`src/rtl/fpu_sequencer.sv`:
```
`timescale 1ns/1ps
// -----------------------------------------------------------------------------
// fpu_sequencer
//
// Purpose:
//   Shares the byte-wide, memory-mapped FPU between two 32-bit requesters.
//   Requesters are served round-robin. For each granted command the block
//   writes operand A, operand B and the opcode into FPU registers 0x0-0x8.
//   The opcode write starts the FPU. The block then waits for cmd_end, reads
//   result bytes 0x9-0xC, acknowledges the FPU, and returns the 32-bit word
//   to the granted requester. If cmd_end never arrives, the command is aborted
//   after TIMEOUT cycles and an error response is returned.
//
// Ports:
//   clk, arst_n          clock, synchronous active-low reset
//   req_valid[1:0]       pending command per requester
//   reqN_a/_b/_op        operands and opcode of requester N
//   req_accept[1:0]      one-cycle pulse: command of requester i latched
//   rsp_valid[1:0]       one-cycle pulse: response for requester i
//   rsp_result, rsp_err  result word (held) and timeout flag
//   fpu_addr/wdata/rdata FPU register address and data
//   fpu_cs_n/wr_n/rd_n   FPU strobes, active-low
//   fpu_end_ack          acknowledge to FPU, fpu_cmd_end FPU done
//   busy                 high whenever the sequencer is not idle
// -----------------------------------------------------------------------------
module fpu_sequencer #(
    parameter int TIMEOUT = 1024,
    parameter int TO_W    = 11
) (
    input  logic        clk,
    input  logic        arst_n,
    input  logic [1:0]  req_valid,
    input  logic [31:0] req0_a,
    input  logic [31:0] req1_a,
    input  logic [31:0] req0_b,
    input  logic [31:0] req1_b,
    input  logic [3:0]  req0_op,
    input  logic [3:0]  req1_op,
    output logic [1:0]  req_accept,
    output logic [1:0]  rsp_valid,
    output logic [31:0] rsp_result,
    output logic        rsp_err,
    output logic [3:0]  fpu_addr,
    output logic [7:0]  fpu_wdata,
    input  logic [7:0]  fpu_rdata,
    output logic        fpu_cs_n,
    output logic        fpu_wr_n,
    output logic        fpu_rd_n,
    output logic        fpu_end_ack,
    input  logic        fpu_cmd_end,
    output logic        busy
);

    typedef enum logic [2:0] {
        IDLE,
        WR_STB,
        WR_REC,
        WAIT_END,
        RD_STB,
        RD_REC,
        ACK,
        RESP
    } state_e;

    localparam logic [TO_W-1:0] TO_LAST = TO_W'(TIMEOUT - 1);

    state_e          state_q, state_d;
    logic            rr_q, rr_d;
    logic            gnt_q, gnt_d;
    logic [3:0]      idx_q, idx_d;
    logic [31:0]     a_q, a_d;
    logic [31:0]     b_q, b_d;
    logic [3:0]      op_q, op_d;
    logic [31:0]     res_q, res_d;
    logic            err_q, err_d;
    logic [TO_W-1:0] to_q, to_d;
    logic            pick;
    logic [71:0]     wr_word;

    logic [1:0]      req_accept_q, req_accept_d;
    logic [1:0]      rsp_valid_q, rsp_valid_d;
    logic [31:0]     rsp_result_q, rsp_result_d;
    logic            rsp_err_q, rsp_err_d;
    logic [3:0]      addr_q, addr_d;
    logic [7:0]      wdata_q, wdata_d;
    logic            cs_n_q, cs_n_d;
    logic            wr_n_q, wr_n_d;
    logic            rd_n_q, rd_n_d;
    logic            end_ack_q, end_ack_d;
    logic            busy_q, busy_d;

    // Round-robin choice: on a tie the requester that was not served last
    // wins; otherwise the single active requester wins.
    always_comb begin
        if (req_valid == 2'b11) begin
            pick = ~rr_q;
        end else begin
            pick = req_valid[1];
        end
    end

    // State and transaction registers.
    always_ff @(posedge clk) begin
        if (!arst_n) begin
            state_q <= IDLE;
            rr_q    <= 1'b0;
            gnt_q   <= 1'b0;
            idx_q   <= 4'd0;
            a_q     <= 32'd0;
            b_q     <= 32'd0;
            op_q    <= 4'd0;
            res_q   <= 32'd0;
            err_q   <= 1'b0;
            to_q    <= '0;
        end else begin
            state_q <= state_d;
            rr_q    <= rr_d;
            gnt_q   <= gnt_d;
            idx_q   <= idx_d;
            a_q     <= a_d;
            b_q     <= b_d;
            op_q    <= op_d;
            res_q   <= res_d;
            err_q   <= err_d;
            to_q    <= to_d;
        end
    end

    // Next-state and datapath logic.
    always_comb begin
        state_d      = state_q;
        rr_d         = rr_q;
        gnt_d        = gnt_q;
        idx_d        = idx_q;
        a_d          = a_q;
        b_d          = b_q;
        op_d         = op_q;
        res_d        = res_q;
        err_d        = err_q;
        to_d         = to_q;
        req_accept_d = 2'b00;

        case (state_q)
            IDLE: begin
                if (req_valid != 2'b00) begin
                    gnt_d        = pick;
                    rr_d         = pick;
                    a_d          = pick ? req1_a  : req0_a;
                    b_d          = pick ? req1_b  : req0_b;
                    op_d         = pick ? req1_op : req0_op;
                    idx_d        = 4'd0;
                    req_accept_d = pick ? 2'b10 : 2'b01;
                    state_d      = WR_STB;
                end
            end
            WR_STB: begin
                state_d = WR_REC;
            end
            WR_REC: begin
                if (idx_q == 4'd8) begin
                    to_d    = '0;
                    state_d = WAIT_END;
                end else begin
                    idx_d   = idx_q + 4'd1;
                    state_d = WR_STB;
                end
            end
            WAIT_END: begin
                to_d = to_q + TO_W'(1);
                // cmd_end has priority over an expiring timeout.
                if (fpu_cmd_end) begin
                    idx_d   = 4'd0;
                    state_d = RD_STB;
                end else if (to_q == TO_LAST) begin
                    err_d   = 1'b1;
                    res_d   = 32'd0;
                    state_d = ACK;
                end
            end
            RD_STB: begin
                res_d[{idx_q[1:0], 3'b000} +: 8] = fpu_rdata;
                state_d = RD_REC;
            end
            RD_REC: begin
                if (idx_q == 4'd3) begin
                    err_d   = 1'b0;
                    state_d = ACK;
                end else begin
                    idx_d   = idx_q + 4'd1;
                    state_d = RD_STB;
                end
            end
            ACK: begin
                // Hold the acknowledge until the FPU has dropped cmd_end,
                // which also drains a late cmd_end after a timeout.
                if (!fpu_cmd_end) begin
                    state_d = RESP;
                end
            end
            RESP: begin
                state_d = IDLE;
            end
            default: begin
                state_d = IDLE;
            end
        endcase
    end

    // Byte image of the FPU register file 0x0-0x8, little-endian.
    assign wr_word = {4'h0, op_d, b_d, a_d};

    // Output values are derived from the upcoming state so that the
    // registered outputs line up with the state they belong to.
    always_comb begin
        cs_n_d       = 1'b1;
        wr_n_d       = 1'b1;
        rd_n_d       = 1'b1;
        end_ack_d    = 1'b0;
        addr_d       = addr_q;
        wdata_d      = wdata_q;
        rsp_valid_d  = 2'b00;
        rsp_result_d = rsp_result_q;
        rsp_err_d    = rsp_err_q;
        busy_d       = (state_d != IDLE);

        case (state_d)
            WR_STB: begin
                addr_d  = idx_d;
                wdata_d = wr_word[{idx_d, 3'b000} +: 8];
                cs_n_d  = 1'b0;
                wr_n_d  = 1'b0;
            end
            RD_STB: begin
                addr_d = 4'd9 + idx_d;
                cs_n_d = 1'b0;
                rd_n_d = 1'b0;
            end
            ACK: begin
                end_ack_d = 1'b1;
            end
            RESP: begin
                rsp_valid_d  = gnt_d ? 2'b10 : 2'b01;
                rsp_result_d = res_d;
                rsp_err_d    = err_d;
            end
            default: begin
            end
        endcase
    end

    // Output registers.
    always_ff @(posedge clk) begin
        if (!arst_n) begin
            req_accept_q <= 2'b00;
            rsp_valid_q  <= 2'b00;
            rsp_result_q <= 32'd0;
            rsp_err_q    <= 1'b0;
            addr_q       <= 4'd0;
            wdata_q      <= 8'd0;
            cs_n_q       <= 1'b1;
            wr_n_q       <= 1'b1;
            rd_n_q       <= 1'b1;
            end_ack_q    <= 1'b0;
            busy_q       <= 1'b0;
        end else begin
            req_accept_q <= req_accept_d;
            rsp_valid_q  <= rsp_valid_d;
            rsp_result_q <= rsp_result_d;
            rsp_err_q    <= rsp_err_d;
            addr_q       <= addr_d;
            wdata_q      <= wdata_d;
            cs_n_q       <= cs_n_d;
            wr_n_q       <= wr_n_d;
            rd_n_q       <= rd_n_d;
            end_ack_q    <= end_ack_d;
            busy_q       <= busy_d;
        end
    end

    assign req_accept  = req_accept_q;
    assign rsp_valid   = rsp_valid_q;
    assign rsp_result  = rsp_result_q;
    assign rsp_err     = rsp_err_q;
    assign fpu_addr    = addr_q;
    assign fpu_wdata   = wdata_q;
    assign fpu_cs_n    = cs_n_q;
    assign fpu_wr_n    = wr_n_q;
    assign fpu_rd_n    = rd_n_q;
    assign fpu_end_ack = end_ack_q;
    assign busy        = busy_q;

endmodule

```
`config.mk`:
```
export PLATFORM = sky130hd
export DESIGN_NAME = fpu_sequencer
export DESIGN_NICKNAME = d
export VERILOG_FILES = /design/src/rtl/fpu_sequencer.sv
export SDC_FILE = /design/constraint.sdc
export NUM_CORES = 1
export LEC_CHECK = 0
export ABC_AREA = 1
export BUFFER_PORTS_ARGS = -buffer_cell sky130_fd_sc_hd__buf_2
export CORE_MARGIN = 8
export CORE_UTILIZATION = 41
export CTS_CLUSTER_SIZE = 8
export DETAILED_ROUTE_END_ITERATION = 16
export HOLD_SLACK_MARGIN = 0.12
export SYNTH_ARGS = -nofsm -noshare
export SYNTH_HDL_FRONTEND = slang
export SYNTH_SLANG_ARGS = --single-unit
```
`constraint.sdc`:
```
create_clock -name clk -period 7.4 [get_ports clk]
set_clock_uncertainty 0.15 [all_clocks]
set_input_delay 0.37 -clock clk [delete_from_list [all_inputs] [get_ports clk]]
set_output_delay 0.37 -clock clk [all_outputs]
set_load 0.05 [all_outputs]
```
==> results_dict.tcl, run 1 <==
set metrics [dict create \
    status "complete, no violations" \
    synthesis.area_um2 8645 \
    avgViaCountPerCell 4.991 \
    clk_latency_ns 0.43 \
    clkTransAtPathRegs_ns 0.07 \
    root_buffer "clkbuf_16" \
    async_reset_ff_frac 0 \
    timing.final.crit_share 0.4533 \
    worst_pin_slew_ns 1.125 \
    wl_met1_mm 12.29 \
    vias 8614 \
    die-area_um2 25990 \
    fmax_mhz 298.1 \
    grt.overflow.total 0 \
    dpl.hpwl_mm 18.54 \
    synth-edff-count 0 \
    syn_inst 1285 \
    first_global_vias 8000 \
    maxCapViolCount 0 \
    globalplace.congestion 0.8286 \
    ys_warn_count 0 \
    start_util 0.4138 \
    drive_gt1_frac 0.2033 \
    chipHeight_um 161.2 \
    wl_met3_mm 1.895 \
    wire_per_inst_um 15.17 \
    synthDistinctLibCells 42 \
    required_ns 7.63 \
    highest_layer "met5" \
    power.total_uw 2378 \
    cts.sinks 175 \
    ant_nets 0 \
    wl_met2_mm 11.75 \
    drcViolationCount 0 \
    cp_max_fo 21 \
    final_common_cell "nand2_1" \
    cts_inserted_buffers 17 \
    layout_common_cells "nand2_1, buf_2, dfxtp_1, nand3_1, inv_1" \
    wirelength_mm 26.18 \
    fp.dieW_um 161.2 \
    grt_start_max_net_pins 102 \
    htreeDepth 4 \
    yosys_most_used_dff "dfxtp_1" \
    ys_ff_latch 175 \
    hold_class "in -> reg" \
    portBuffers 202 \
    synth-seq-area-share 0.4053 \
    antenna_found_initial 5 \
    p_per_area_nw_per_um2 231.1 \
    core_region_area_um2 20890 \
    cellLeakagePower_uw 0.004793 \
    final_net_count 1595 \
    diodes 0 \
    critPathArrivalTime_ns 3.58 \
    min_period_ns 3.354 \
    ir_drop_mv 0.1847 \
    io_pins 203 \
    first_pass_iters 6 \
    num-fill-cells 2150 \
    drv_slew 0 \
    grt_pass1_wl_mm 42.14 \
    rsz0062_at_grt "false" \
    fp-row-count 53 \
    clock_path_buffers 2 \
    avgSynthCellArea_um2 6.727 \
    fin_tns_setup_ns 0 \
    finalSetupViolCount 0 \
    hold_viol 0 \
    crit_path_end_kind "flip-flop" \
    grtUsageTotal 0.1977 \
    drt_iter0_drc 782 \
    cts_tree "done" \
    startpoint_type "flip-flop" \
    critPathKind "reg -> reg" \
    synth_nets 1442 \
    slew-limit-headroom 0.2498 \
    area_growth_pct 19.02 \
]
[state kept, by name, summed over array words and instances (netlist names), 2 cells and up]
signal	cells
a_q	32
b_q	32
res_q	32
rsp_result	32
to_q	11
fpu_wdata	8
fpu_addr	4
idx_q	4
op_q	4
state_q	3
req_accept	2
rsp_valid	2
[cells by family (layout without fill, tap and decap cells)]
family                   after synthesis  after routing  synth area share
AND/OR/NAND/NOR                      679            679            0.3436
flip-flops                           175            175            0.4053
AO/OA/AOI/OAI                        199            199            0.1342
buffers and inverters                221            387            0.1023
XOR/XNOR                               3              3          0.003040
adder cells (fa/ha/maj)                8              8           0.01158
[where the power goes]
group	switching (uW)	internal [uW]	total [uW]	leakage (uW)
Sequential	24.8	1010	1030	0.00143
Clock	392	459	852	0.000266
Combinational	339	155	494	0.00310
Total	756	1620	2380	0.00479
[what timing repair did]
action,CTS,global route
hold buffers,1,0
endpoints found under the hold margin,2,0
resized for setup,0,0
setup endpoints to repair,0,0
buffers inserted,0,0
[worst max-delay path: stages, from the launching register on]
cell and delay (ns):
dfxtp_1 0.55, clkinv_1 0.39, ha_1 0.40, nand2_1 0.09
nor2_1 0.06, nand2_4 0.11, nand2_2 0.09, nor2_4 0.19
o21ai_2 0.31, nor2_1 0.34, nand3_1 0.12, o21ai_0 0.29
nand2_1 0.12, nand2_1 0.09
[layer usage]
metal	vias up	global-route usage
li1	4448	-
met3	23	0.06261
met4	10	0.03956
met1	3902	0.2640
met5	-	0
met2	231	0.3084
[stage by stage]
step	instances	setup WS [ns]	cell area, um2	utilization	hold WS (ns)
after floorplan	1285	4.870	8645	-	0.2909
after global placement	1693	4.054	9727	0.4656	0.3065
after detailed placement	1693	4.074	9727	0.4656	0.3159
after CTS	1726	4.059	10290	0.4925	0.1766
after global routing	1726	3.732	10290	0.4925	0.2026
final	1726	4.046	10290	0.4925	0.1929
[cells in the mapped netlist, drive strengths merged, types with 8 or more instances]
master    n  area share
nand2   343        0.16
dfxtp   175        0.41
nand3   163       0.098
nor2    147       0.071
inv     144       0.063
o21ai   105       0.061
clkbuf   46       0.020
o211ai   33       0.029
o22ai    33       0.024
buf      29       0.019
a21oi    17       0.010
or2       9      0.0065
ha        8       0.012
[area by class of cell]
cell class	instances	area (um2)	share of cell area
Multi-Input combinational cell	889	4274	0.4154
Inverter	146	549.3	0.05339
Timing Repair Buffer	209	1066	0.1036
Tap cell	275	344.1	0.03344
Sequential cell	175	3503	0.3405
Clock buffer	21	470.5	0.04573
Clock inverter	11	81.33	0.007905
[worst paths after layout]
| check | start | end | slack, ns | depth (start not counted) |
|---|---|---|---|---|
| min reg2reg | rr_q$_SDFFE_PN0P_ | rr_q$_SDFFE_PN0P_ | 0.32 | 2 |
| max | idx_q[0]$_SDFF_PN0_ | fpu_wdata[1]$_SDFFE_PN0N_ | 4.05 | 13 |
| min | req_valid[0] | rsp_valid[0]$_SDFF_PN0_ | 0.19 | 5 |
| max reg2reg | idx_q[0]$_SDFF_PN0_ | fpu_wdata[1]$_SDFFE_PN0N_ | 4.05 | 13 |
(Power assumes the default switching activity.)
==> run 2, diff against run 1 <==
clock period = 3.39 ns   (was 7.4 ns; I/O delays follow)
==> run 2 against run 1 <==
Global-route usage rose by 0.75 points. First-iteration DRC count rose by 13%. Wire length rose by 2.1%.
==> results_dict.tcl, run 2 (same netlist as run 1, synthesis figures left out) <==
set metrics [dict create \
    critPathTopFamily "simple AND/OR/NAND/NOR gates" \
    clock_power_share 0.353 \
    required_ns 3.56 \
    fin_tns_setup_ns 0 \
    post_cts_resize_count 0 \
    multi_input_area_um2 4280 \
    vias 9180 \
    clk_latency_ns 0.43 \
    drive_gt1_frac 0.1929 \
    grt.overflow.total 0 \
    worst_pin_slew_ns 0.6975 \
    layout_common_cells "nand2_1, buf_2, dfxtp_1, nand3_1, dlygate4sd3_1" \
    final_net_count 1741 \
    clkTransAtPathRegs_ns 0.07 \
    grt_start_max_net_pins 88 \
    grtUsageTotal 0.2052 \
    holdPathStages 5 \
    core_region_area_um2 20890 \
    cp_slowest_cell "dlygate4sd3_1" \
    avgViaCountPerCell 4.901 \
    die-area_um2 25990 \
    rsz0062_at_grt "false" \
    hold_class "in -> reg" \
    cts_inserted_buffers 17 \
    combPwrFrac 0.239 \
    timing.final.crit_share 0.9250 \
    clock_path_buffers 2 \
    area_growth_pct 36.42 \
    first_global_vias 8931 \
    start_util 0.4138 \
    fp.dieW_um 161.2 \
    antenna_found_initial 3 \
    fp-row-count 53 \
    cp_cell_sequence "nor2_1, nand2_1, nor2_4, buf_4, nand3_1, dlygate4sd3_1, o21ai_0, a21oi_1, o21ai_1, nand3_1, nand3_1, nand2_1" \
    maxCapViolCount 0 \
    grt_pass1_wl_mm 44.55 \
    slew-limit-headroom 0.5350 \
    portBuffers 202 \
    power.internal_uw 3824 \
    startpoint_type "flip-flop" \
    critPathKind "reg -> reg" \
    post_cts_buffers 0 \
    ir_drop_mv 0.3334 \
    setup_slack_ns 0.2542 \
    wirelength_mm 26.72 \
    cellLeakagePower_uw 0.005342 \
    htreeDepth 4 \
    min_period_ns 3.136 \
    p_per_area_nw_per_um2 467.9 \
    chipHeight_um 161.2 \
    hold_viol 0 \
    first_pass_iters 6 \
    drt_iter0_drc 885 \
    cts.sinks 175 \
    status "complete, no violations" \
    root_buffer "clkbuf_16" \
    crit_path_end_kind "flip-flop" \
    cp_max_fo 20 \
    cpMostUsedCell "nand3_1" \
    rr_worst_depth 12 \
    crit_path_max_incr_delay_ns 0.56 \
    fmax_mhz 318.9 \
    io_pins 203 \
    crit_buf_inv 2 \
    globalplace.congestion 0.8273 \
    p_sw_uw 1694 \
    dpl.hpwl_mm 18.48 \
    critPathArrivalTime_ns 3.31 \
    num-fill-cells 1990 \
    swShare 0.3070 \
    finalSetupViolCount 0 \
    crit_cells 12 \
    ant_nets 0 \
    drv_slew 0 \
    wire_per_inst_um 14.27 \
    dp_slack_ns 0.3926 \
    pwr-share-seq 0.408 \
    seq_area_um2 3503 \
    final_common_cell "nand2_1" \
    cts_tree "done" \
    drcViolationCount 0 \
]
[run 2: layout make-up]
class	instances	area share
multi-input combinational	890	0.3630
sequential	175	0.2971
timing repair buffer	354	0.2143
inverter	146	0.04658
clock buffer	21	0.04074
tap	275	0.02918
clock inverter	11	0.008912
antenna	1	0.0002122
[run 2: tightest hold or removal path: stages]
cell	delay (ns)
buf_2	0.10
nand2_1	0.05
nand3_1	0.08
o21ai_0	0.19
nor2_1	0.06
[run 2: stage by stage]
stage                     std cells  hold WS, ns  utilization  area (um2)  total power (uW)
final                          1873       0.1157       0.5645       11790              5518
after floorplan                1285       0.2728            -        8645              3060
after global placement         1704       0.3041       0.4714        9847              3400
after global routing           1873       0.1497       0.5645       11790              5796
after detailed placement       1704       0.3075       0.4714        9847              3405
after CTS                      1871       0.1211       0.5641       11780              5539
[run 2: metal layers]
layer / share of wire / vias up / GRT usage
met3: 0.062 / 27 / 0.05370
met1: 0.47 / 4188 / 0.2664
met4: 0.011 / 4 / 0.04377
li1: - / 4735 / -
met5: 0.00067 / - / 0
met2: 0.45 / 226 / 0.3365
[run 2: what timing repair did]
action                                  4_1_cts  5_1_grt
endpoints found under the hold margin        80        0
hold buffers                                135        0
endpoints found under the setup margin        0        2
[run 2: power groups by stage]
| stage | clock (uW) | sequential [uW] | combinational, uW |
|---|---|---|---|
| floorplan | 0 | 2380 | 677 |
| global placement | 0 | 2290 | 1110 |
| detailed placement | 0 | 2290 | 1110 |
| CTS | 1970 | 2250 | 1320 |
| global route | 2060 | 2260 | 1470 |
| finish | 1950 | 2250 | 1320 |
[run 2: worst paths after layout]
check                       startpoint                        end  slack (ns)
max              state_q[1]$_SDFF_PN0_  fpu_wdata[2]$_SDFFE_PN0N_        0.25
min                         req0_b[18]         b_q[18]$_SDFF_PN0_        0.12
max reg2reg      state_q[1]$_SDFF_PN0_  fpu_wdata[2]$_SDFFE_PN0N_        0.25
min reg2reg  fpu_wdata[6]$_SDFFE_PN0N_  fpu_wdata[6]$_SDFFE_PN0N_        0.32
